### config.mk
export PLATFORM = sky130hd
export DESIGN_NAME = wb_pass_queue
export DESIGN_NICKNAME = d
export VERILOG_FILES = /design/src/rtl/wb_pass_queue.sv
export SDC_FILE = /design/constraint.sdc
export NUM_CORES = 1
export LEC_CHECK = 0
export BUFFER_PORTS_ARGS = -buffer_cell sky130_fd_sc_hd__buf_2
export CAP_MARGIN = 0
export CORE_ASPECT_RATIO = 0.6
export CORE_MARGIN = 1.5
export CORE_UTILIZATION = 56
export DETAILED_ROUTE_END_ITERATION = 10
export PLACE_DENSITY = 0.95
export SLEW_MARGIN = 15
export SYNTH_ARGS = -nofsm -noshare
export SYNTH_HDL_FRONTEND = slang
export SYNTH_SLANG_ARGS = --single-unit
### constraint.sdc
create_clock -name clk -period 5.55 [get_ports clk]
set_clock_uncertainty 0.2 [all_clocks]
set_input_delay 0.2775 -clock clk [delete_from_list [all_inputs] [get_ports clk]]
set_output_delay 0.2775 -clock clk [all_outputs]
set_load 0.01 [all_outputs]
### src/rtl/wb_pass_queue.sv
// rtl/wb_pass_queue.sv - writeback packet queue with flush and youngest-match forwarding
// Optional zero-latency empty-queue bypass is enabled by defining WB_PASS_BYPASS_EN.
module wb_pass_queue #(
  parameter int DATA_W = 16,
  parameter int ADDR_W = 3,
  parameter int PS_W   = 4,
  parameter int DEPTH  = 2
) (
  input  logic                       clk,
  input  logic                       rst,
  input  logic                       flush,
  input  logic                       in_valid,
  output logic                       in_ready,
  input  logic                       in_reg_write,
  input  logic [ADDR_W-1:0]          in_reg_addr,
  input  logic [DATA_W-1:0]          in_reg_data,
  input  logic                       in_ps_write,
  input  logic [PS_W-1:0]            in_ps_data,
  output logic                       out_valid,
  input  logic                       out_ready,
  output logic                       out_reg_write,
  output logic [ADDR_W-1:0]          out_reg_addr,
  output logic [DATA_W-1:0]          out_reg_data,
  output logic                       out_ps_write,
  output logic [PS_W-1:0]            out_ps_data,
  input  logic [ADDR_W-1:0]          fwd_addr,
  output logic                       fwd_hit,
  output logic [DATA_W-1:0]          fwd_data,
  output logic [$clog2(DEPTH+1)-1:0] count
);

  localparam int PTR_W = (DEPTH > 1) ? $clog2(DEPTH) : 1;
  localparam int CNT_W = $clog2(DEPTH + 1);
  localparam logic [CNT_W-1:0] FULL = CNT_W'(DEPTH);
  localparam logic [PTR_W-1:0] LAST = PTR_W'(DEPTH - 1);

  logic              mem_rw   [DEPTH];
  logic [ADDR_W-1:0] mem_addr [DEPTH];
  logic [DATA_W-1:0] mem_data [DEPTH];
  logic              mem_pw   [DEPTH];
  logic [PS_W-1:0]   mem_ps   [DEPTH];

  logic [PTR_W-1:0] rd_ptr, wr_ptr;
  logic [CNT_W-1:0] cnt;
  logic             head_valid, bypass, do_push, do_pop;

  // Pointers wrap explicitly at DEPTH-1, so any depth works
  function automatic logic [PTR_W-1:0] nxt(input logic [PTR_W-1:0] p);
    return (p == LAST) ? '0 : p + PTR_W'(1);
  endfunction

  function automatic logic [PTR_W-1:0] slot_of(input logic [PTR_W-1:0] base, input int k);
    int s;
    s = int'(base) + k;
    if (s >= DEPTH) s -= DEPTH;
    return PTR_W'(s);
  endfunction

  assign head_valid = (cnt != '0);
  assign in_ready   = (cnt != FULL);
  assign count      = cnt;

`ifdef WB_PASS_BYPASS_EN
  assign bypass = !head_valid && in_valid && !flush;
`else
  assign bypass = 1'b0;
`endif

  assign out_valid = head_valid || bypass;
  assign do_pop    = head_valid && out_ready;
  // A bypassed packet that the consumer takes immediately is never stored
  assign do_push   = in_valid && in_ready && !flush && !(bypass && out_ready);

  always_ff @(posedge clk) begin
    if (rst || flush) begin
      rd_ptr <= '0;
      wr_ptr <= '0;
      cnt    <= '0;
    end else begin
      if (do_push) wr_ptr <= nxt(wr_ptr);
      if (do_pop)  rd_ptr <= nxt(rd_ptr);
      case ({do_push, do_pop})
        2'b10:   cnt <= cnt + CNT_W'(1);
        2'b01:   cnt <= cnt - CNT_W'(1);
        default: cnt <= cnt;
      endcase
    end
  end

  always_ff @(posedge clk) begin
    if (do_push) begin
      mem_rw[wr_ptr]   <= in_reg_write;
      mem_addr[wr_ptr] <= in_reg_addr;
      mem_data[wr_ptr] <= in_reg_data;
      mem_pw[wr_ptr]   <= in_ps_write;
      mem_ps[wr_ptr]   <= in_ps_data;
    end
  end

  always_comb begin
    out_reg_write = 1'b0;
    out_reg_addr  = '0;
    out_reg_data  = '0;
    out_ps_write  = 1'b0;
    out_ps_data   = '0;
    if (bypass) begin
      out_reg_write = in_reg_write;
      out_reg_addr  = in_reg_addr;
      out_reg_data  = in_reg_data;
      out_ps_write  = in_ps_write;
      out_ps_data   = in_ps_data;
    end else if (head_valid) begin
      out_reg_write = mem_rw[rd_ptr];
      out_reg_addr  = mem_addr[rd_ptr];
      out_reg_data  = mem_data[rd_ptr];
      out_ps_write  = mem_pw[rd_ptr];
      out_ps_data   = mem_ps[rd_ptr];
    end
  end

  // Walk oldest to youngest so the last match (the youngest) wins
  always_comb begin
    fwd_hit  = 1'b0;
    fwd_data = '0;
    for (int k = 0; k < DEPTH; k++) begin
      if (k < int'(cnt) && mem_rw[slot_of(rd_ptr, k)] &&
          mem_addr[slot_of(rd_ptr, k)] == fwd_addr) begin
        fwd_hit  = 1'b1;
        fwd_data = mem_data[slot_of(rd_ptr, k)];
      end
    end
  end

endmodule

Yosys cells after proc, flatten, opt, wreduce, memory -nomap -nowiden
Memories as Yosys holds them, arrays and structs flattened. A register that Yosys moved wholly into a read port is not among the register bits.
Index checks and enable logic that the tools add are counted.

word-level totals
  bits in registers = 4
  RAM bits = 50
  input port bits = 33
  output and inout port bits = 46
  word-level logic and storage cells = 63
  memories = 5

memory list
  name      depth  bits a word  read ports  clocked after Yosys merged registers in  wr ports  line  source
  mem_data  2      16           3           1                                        1         39    logic [DATA_W-1:0] mem_data [DEPTH];
  mem_ps    2      4            1           1                                        1         41    logic [PS_W-1:0] mem_ps [DEPTH];
  mem_addr  2      3            3           1                                        1         38    logic [ADDR_W-1:0] mem_addr [DEPTH];
  mem_pw    2      1            1           1                                        1         40    logic mem_pw [DEPTH];
  mem_rw    2      1            3           1                                        1         37    logic mem_rw [DEPTH];

operators by class
  add/subtract/negate cells = 7
  $lt $le $gt $ge = 4
  eq/ne operators = 5
  mux-type cells = 28
  reductions and logical operators = 11

operators with widths
  cell                 number
  $mux 16              3
  $mux 1               22
  $logic_and 1x1->1    7
  $eq 3x3->1           2
  $lt 1x2->1 const A   2
  $mux 4               1
  $pmux 2 s2           1
  $reduce_bool 2->1    2
  $mux 3               1
  $add 1x1->1 const B  2
  $add 1x1->2 const B  1
  $add 2x1->2 const B  1
  $eq 2x1->1 const B   1
  $eq 2x2->1 const B   1
  $ge 1x2->1 const B   1
  $ge 2x2->1 const B   1
  $ne 2x2->1 const B   1
  $sub 1x1->1 const B  2
  $sub 2x1->2 const B  1
  $logic_not 1->1      1
  $logic_or 1x1->1     1

Longest topological paths before layout
An unclocked memory read counts as a cell.

  depth after elaboration = 9
  depth in mapped cells = 9
  mapped depth without buffers = 9

Worst setup path after synthesis
OpenSTA, ideal clock, no wires.

  kind = register to register
  start point = register cnt[0], in the netlist count[0]
  end point = memory mem_addr[0][0], enable pin
  library setup time = 0.407 ns
  arrival = 2.108 ns
  data required time = 4.943 ns
  setup slack = 2.835 ns
  cell stages (with the launch flop) = 7
  path buffers = 0
  period minus slack after synthesis = 2.715 ns
  cell sequence = dfxtp_1 > inv_1 > ha_1 > inv_1 > and3_1 > inv_1 > nor2_1

between the ends
  word-level cells in the longest chain between the ends = 5

ends and longest elaborated chain
  item                            line  source
  from (decl)                     44    logic [CNT_W-1:0] cnt;
  from (signal assigned)          83    2'b10: cnt <= cnt + CNT_W'(1);
  from (signal assigned)          84    2'b01: cnt <= cnt - CNT_W'(1);
  from (signal assigned)          85    default: cnt <= cnt;
  $ne 2x2->1                      60    assign in_ready = (cnt != FULL);
  named net in_ready              13    output logic in_ready,
  $logic_and 1x1->1 (2 in a row)  72    assign do_push = in_valid && in_ready && !flush && !(bypass && out_ready);
  $mux 1                          91    if (do_push) begin
  $mux 1 (implied by the code)    93    mem_addr[wr_ptr] <= in_reg_addr;
  to (decl)                       38

The timed path passes the listed nets, and every way through them passes these cells.

==> PnR_summary.wiki <==
{| class="wikitable"
! Metric !! Value
|-
| Status || complete, no violations
|-
| Number of different library cells in the post-synthesis netlist || 25
|-
| Wire length of the first global-routing pass || just over 10000 µm
|-
| Final antenna diode count || 0
|-
| Fin crit share || 0.651
|-
| Worst slew slack as a fraction of its limit || 0.246
|-
| Arrival time of the worst setup path || approximately 3.1 ns
|-
| Proportion of synthesized chip area in sequential cells || 0.568
|-
| Standard-cell row count || 19
|-
| FF-to-FF End || count[1]$_SDFFE_PP0P_
|-
| Maximum clock frequency || roughly 280 MHz
|-
| Net Count, Synth || ~280
|-
| Gate count after technology mapping || about 250
|-
| Largest net degree at the start of global routing || 34
|-
| Maximum fanout along the worst path || 33
|-
| Total of cells resized after clock tree synthesis || 0
|-
| Layout Nets || between 300 and 400
|-
| Detail Route Antenna Nets || 0
|-
| Total standard cell area after synthesis || about 2800 µm²
|-
| Maximum clock path buffer count || 2
|-
| Via count of the routed design || between 2000 and 2500
|-
| CTS tree || built
|-
| Hold Path Stages || 2
|-
| Synth area leaders || sky130_fd_sc_hd__edfxtp_1, sky130_fd_sc_hd__mux2i_1, sky130_fd_sc_hd__nand3_1, sky130_fd_sc_hd__a32oi_1, sky130_fd_sc_hd__nor2_1
|-
| Die extent in y || a little under 60 µm
|-
| I/O Pins || ~80
|-
| Pwr per Cell Area || 231 nW/µm²
|-
| Synthesis warning total || 0
|-
| DRC Markers || 0
|-
| CORE AREA || around 4700 µm²
|-
| VDD IR-drop max || approximately 0.17 mV
|-
| Number of hold buffers added after CTS || 26
|-
| Total Negative Setup Slacks || 0 ns
|-
| Aggregate global-route resource usage || 0.250
|-
| DRC violation total after the first TritonRoute iteration || ~190
|-
| Mux contribution to synthesized area || 0.0959
|-
| Seq cells post-synth || 55
|-
| Reg2reg path depth || 8
|-
| Least-Margin Pin Slew || 1.13 ns
|-
| Die ar. || approximately 5500 µm²
|-
| Routed wire length || approximately 6500 µm
|-
| Fraction of final layout cells with drive strength greater than 1 || 0.271
|-
| Skew-Pair Late Insertion Delay || approximately 0.30 ns
|-
| Longest individual stage delay on the worst path || around 0.94 ns
|-
| Number of antenna violations at the first check in global routing || 0
|-
| Max-cap violations || 0
|-
| Combinational family with the most area after synthesis || simple AND/OR/NAND/NOR gates
|-
| Clock-pin slew on the worst setup and hold paths || approximately 0.1 ns
|-
| Average routed wire per standard cell || approximately 16 µm
|-
| Port Buf Inserts || between 70 and 80
|-
| Adder-cell area share of the yosys netlist || 0.0178
|-
| Number of buffers created by CTS || 5
|-
| DP HPWL || around 4200 µm
|-
| Classification of the worst setup path || reg -> out
|-
| Post-synthesis to final-layout area growth || 26.0%
|-
| Fraction of synthesized cell area taken by the top area cell type || 0.533
|-
| XOR/XNOR share of the synthesized area || 0.0342
|-
| Number of setup violations in the final report || 0
|-
| Critical Path Start Type || flop
|-
| Terminating pin of the worst hold path || count[0]$_SDFFE_PP0P_
|-
| Root Driver || sky130_fd_sc_hd__clkbuf_8
|-
| Final min period || ~3.6 ns
|-
| Placed insts || approximately 370
|-
| Postcts setup bufs || 0
|-
| Endpoint type of the worst setup path || output pin
|-
| Final hold vios || 0
|-
| Cells along the critical path || mux2i_1 -> xor2_1 -> and4_1 -> nand3_1 -> a32oi_1 -> buf_2
|-
| Weighted congestion at the end of routability-driven global placement || 0.775
|-
| Non-filler cells, final || just over 400
|-
| Synthesized area per cell || 11.4 µm²
|-
| H-tree Lvls || 2
|-
| Post-synthesis cell type with the largest combined area || sky130_fd_sc_hd__edfxtp_1
|-
| Worst R2R Start || count[0]$_SDFFE_PP0P_
|-
| Clk sinks || 55
|-
| Class of the worst hold path || in -> reg
|-
| Crit-path slowest cell || sky130_fd_sc_hd__and4_1
|-
| Static leakage || around 1.3 nW
|-
| Via density per instance || 5.67
|-
| Horizontal die dimension || around 95 µm
|-
| Effective utilization at floorplan || 0.599
|-
| Register-to-register setup slack || approximately 3.3 ns
|-
| Compound-cell area share of the yosys netlist || 0.0844
|-
| Unrepaired setup endpoints after global routing || false
|-
| Fin. max-slew vios || 0
|-
| Aggregate global routing overflow || 0
|-
| Vias in the first global route || ~2100
|-
| Number of iterations in the first detailed-routing pass || 4
|-
| Start point of the worst min-delay path || flush
|-
| Data required time at the worst endpoint || slightly above 5 ns
|-
| Share of synthesized cell area in and, or, nand and nor gates || 0.141
|}
## layer usage
metal	vias to the layer above	wire length [µm]	GRT usage
met3	8	449	0.0512
met2	102	3140	0.418
met1	1094	2830	0.333
met5	-	0	0
li1	1098	-	-
met4	0	60	0.0810
## logic make-up (layout without fill, tap and decap cells)
kind of cell    after synthesis  in the layout
compound gates               34             34
simple gates                 88             88
fa+ha+maj                     4              4
xor+xnor                     11             11
buf+inv                      28            124
flops                        55             55
mux                          27             27
## layout by cell type (no fill, tap or decap), types with 5 or more instances in the layout
cell type	n
sky130_fd_sc_hd__clkbuf_8	6
sky130_fd_sc_hd__nor2_1	27
sky130_fd_sc_hd__edfxtp_1	50
sky130_fd_sc_hd__dlygate4sd3_1	26
sky130_fd_sc_hd__inv_1	7
sky130_fd_sc_hd__buf_4	5
sky130_fd_sc_hd__nand2_1	17
sky130_fd_sc_hd__a21oi_1	16
sky130_fd_sc_hd__buf_2	78
sky130_fd_sc_hd__a32oi_1	16
sky130_fd_sc_hd__xor2_1	9
sky130_fd_sc_hd__mux2i_1	27
sky130_fd_sc_hd__dfxtp_1	5
sky130_fd_sc_hd__nand3_1	32
## sequential cells by signal, summed over array words and instances (netlist names), named ones only
signal	flops
mem_data	32
mem_ps	8
mem_addr	6
count	2
mem_pw	2
mem_rw	2
rd_ptr	1
wr_ptr	1
## final cells by class
class	count	area (µm²)
Sequential cell	55	1600
Fill cell	300	1160
Multi-Input combinational cell	164	1060
Timing Repair Buffer	109	688
Clock buffer	6	82.6
Tap cell	63	78.8
Inverter	7	26.3
Clock inverter	2	16.3
## stage by stage
| stage | setup slack (ns) | area, µm² | total power [mW] | hold WS, ns | util |
|---|---|---|---|---|---|
| finish | 1.94 | 3550 | 0.819 | 0.0139 | 0.754 |
| global placement | 2.51 | 3190 | 0.578 | 0.265 | 0.678 |
| floorplan | 2.84 | 2820 | 0.537 | 0.154 | - |
| CTS | 1.96 | 3550 | 0.817 | 0.0125 | 0.754 |
| detailed placement | 2.32 | 3190 | 0.581 | 0.269 | 0.678 |
| global route | 1.63 | 3550 | 0.847 | 0.0370 | 0.754 |
## report_power, final
part	internal [mW]	switching (mW)
sequential	0.466	0.00935
combinational	0.0520	0.0599
clock	0.102	0.129
total	0.620	0.199
## cell usage after synthesis
cell type                   count
sky130_fd_sc_hd__edfxtp_1      50
sky130_fd_sc_hd__nand3_1       32
sky130_fd_sc_hd__nor2_1        28
sky130_fd_sc_hd__mux2i_1       27
sky130_fd_sc_hd__nand2_1       17
sky130_fd_sc_hd__a21oi_1       16
sky130_fd_sc_hd__a32oi_1       16
sky130_fd_sc_hd__xor2_1         9
sky130_fd_sc_hd__clkbuf_1       7
sky130_fd_sc_hd__inv_1          7
sky130_fd_sc_hd__buf_2          5
sky130_fd_sc_hd__buf_6          5
sky130_fd_sc_hd__dfxtp_1        5
sky130_fd_sc_hd__buf_4          4
sky130_fd_sc_hd__ha_1           4
sky130_fd_sc_hd__nor3_1         4
sky130_fd_sc_hd__and4_1         2
sky130_fd_sc_hd__xnor2_1        2
sky130_fd_sc_hd__a2111oi_0      1
sky130_fd_sc_hd__and2_1         1
sky130_fd_sc_hd__and3_1         1
sky130_fd_sc_hd__nand4_1        1
sky130_fd_sc_hd__nor2b_1        1
sky130_fd_sc_hd__o32ai_1        1
sky130_fd_sc_hd__or2_1          1
## worst max-delay path by stage
stage / endpoint / slack, ns / cells past startpoint
floorplan: mem_addr[0][0]$_DFFE_PP_ / 2.84 / 6
detailed placement: fwd_data[7] / 2.32 / 6
global placement: fwd_data[7] / 2.51 / 6
CTS: fwd_data[7] / 1.96 / 6
global route: fwd_data[7] / 1.63 / 6
finish: fwd_data[7] / 1.94 / 6
## critical path: cells and delay by family (launching register included)
kind | cells | cell delay, ns
and+or+nand+nor | 2 | 1.11
DFF | 1 | 0.72
muxes | 1 | 0.36
AOI/OAI and AO/OA | 1 | 0.29
buffers and inverters | 1 | 0.18
xor gates and xnor gates | 1 | 0.17
Note: power is estimated with default switching activity, not from simulation.
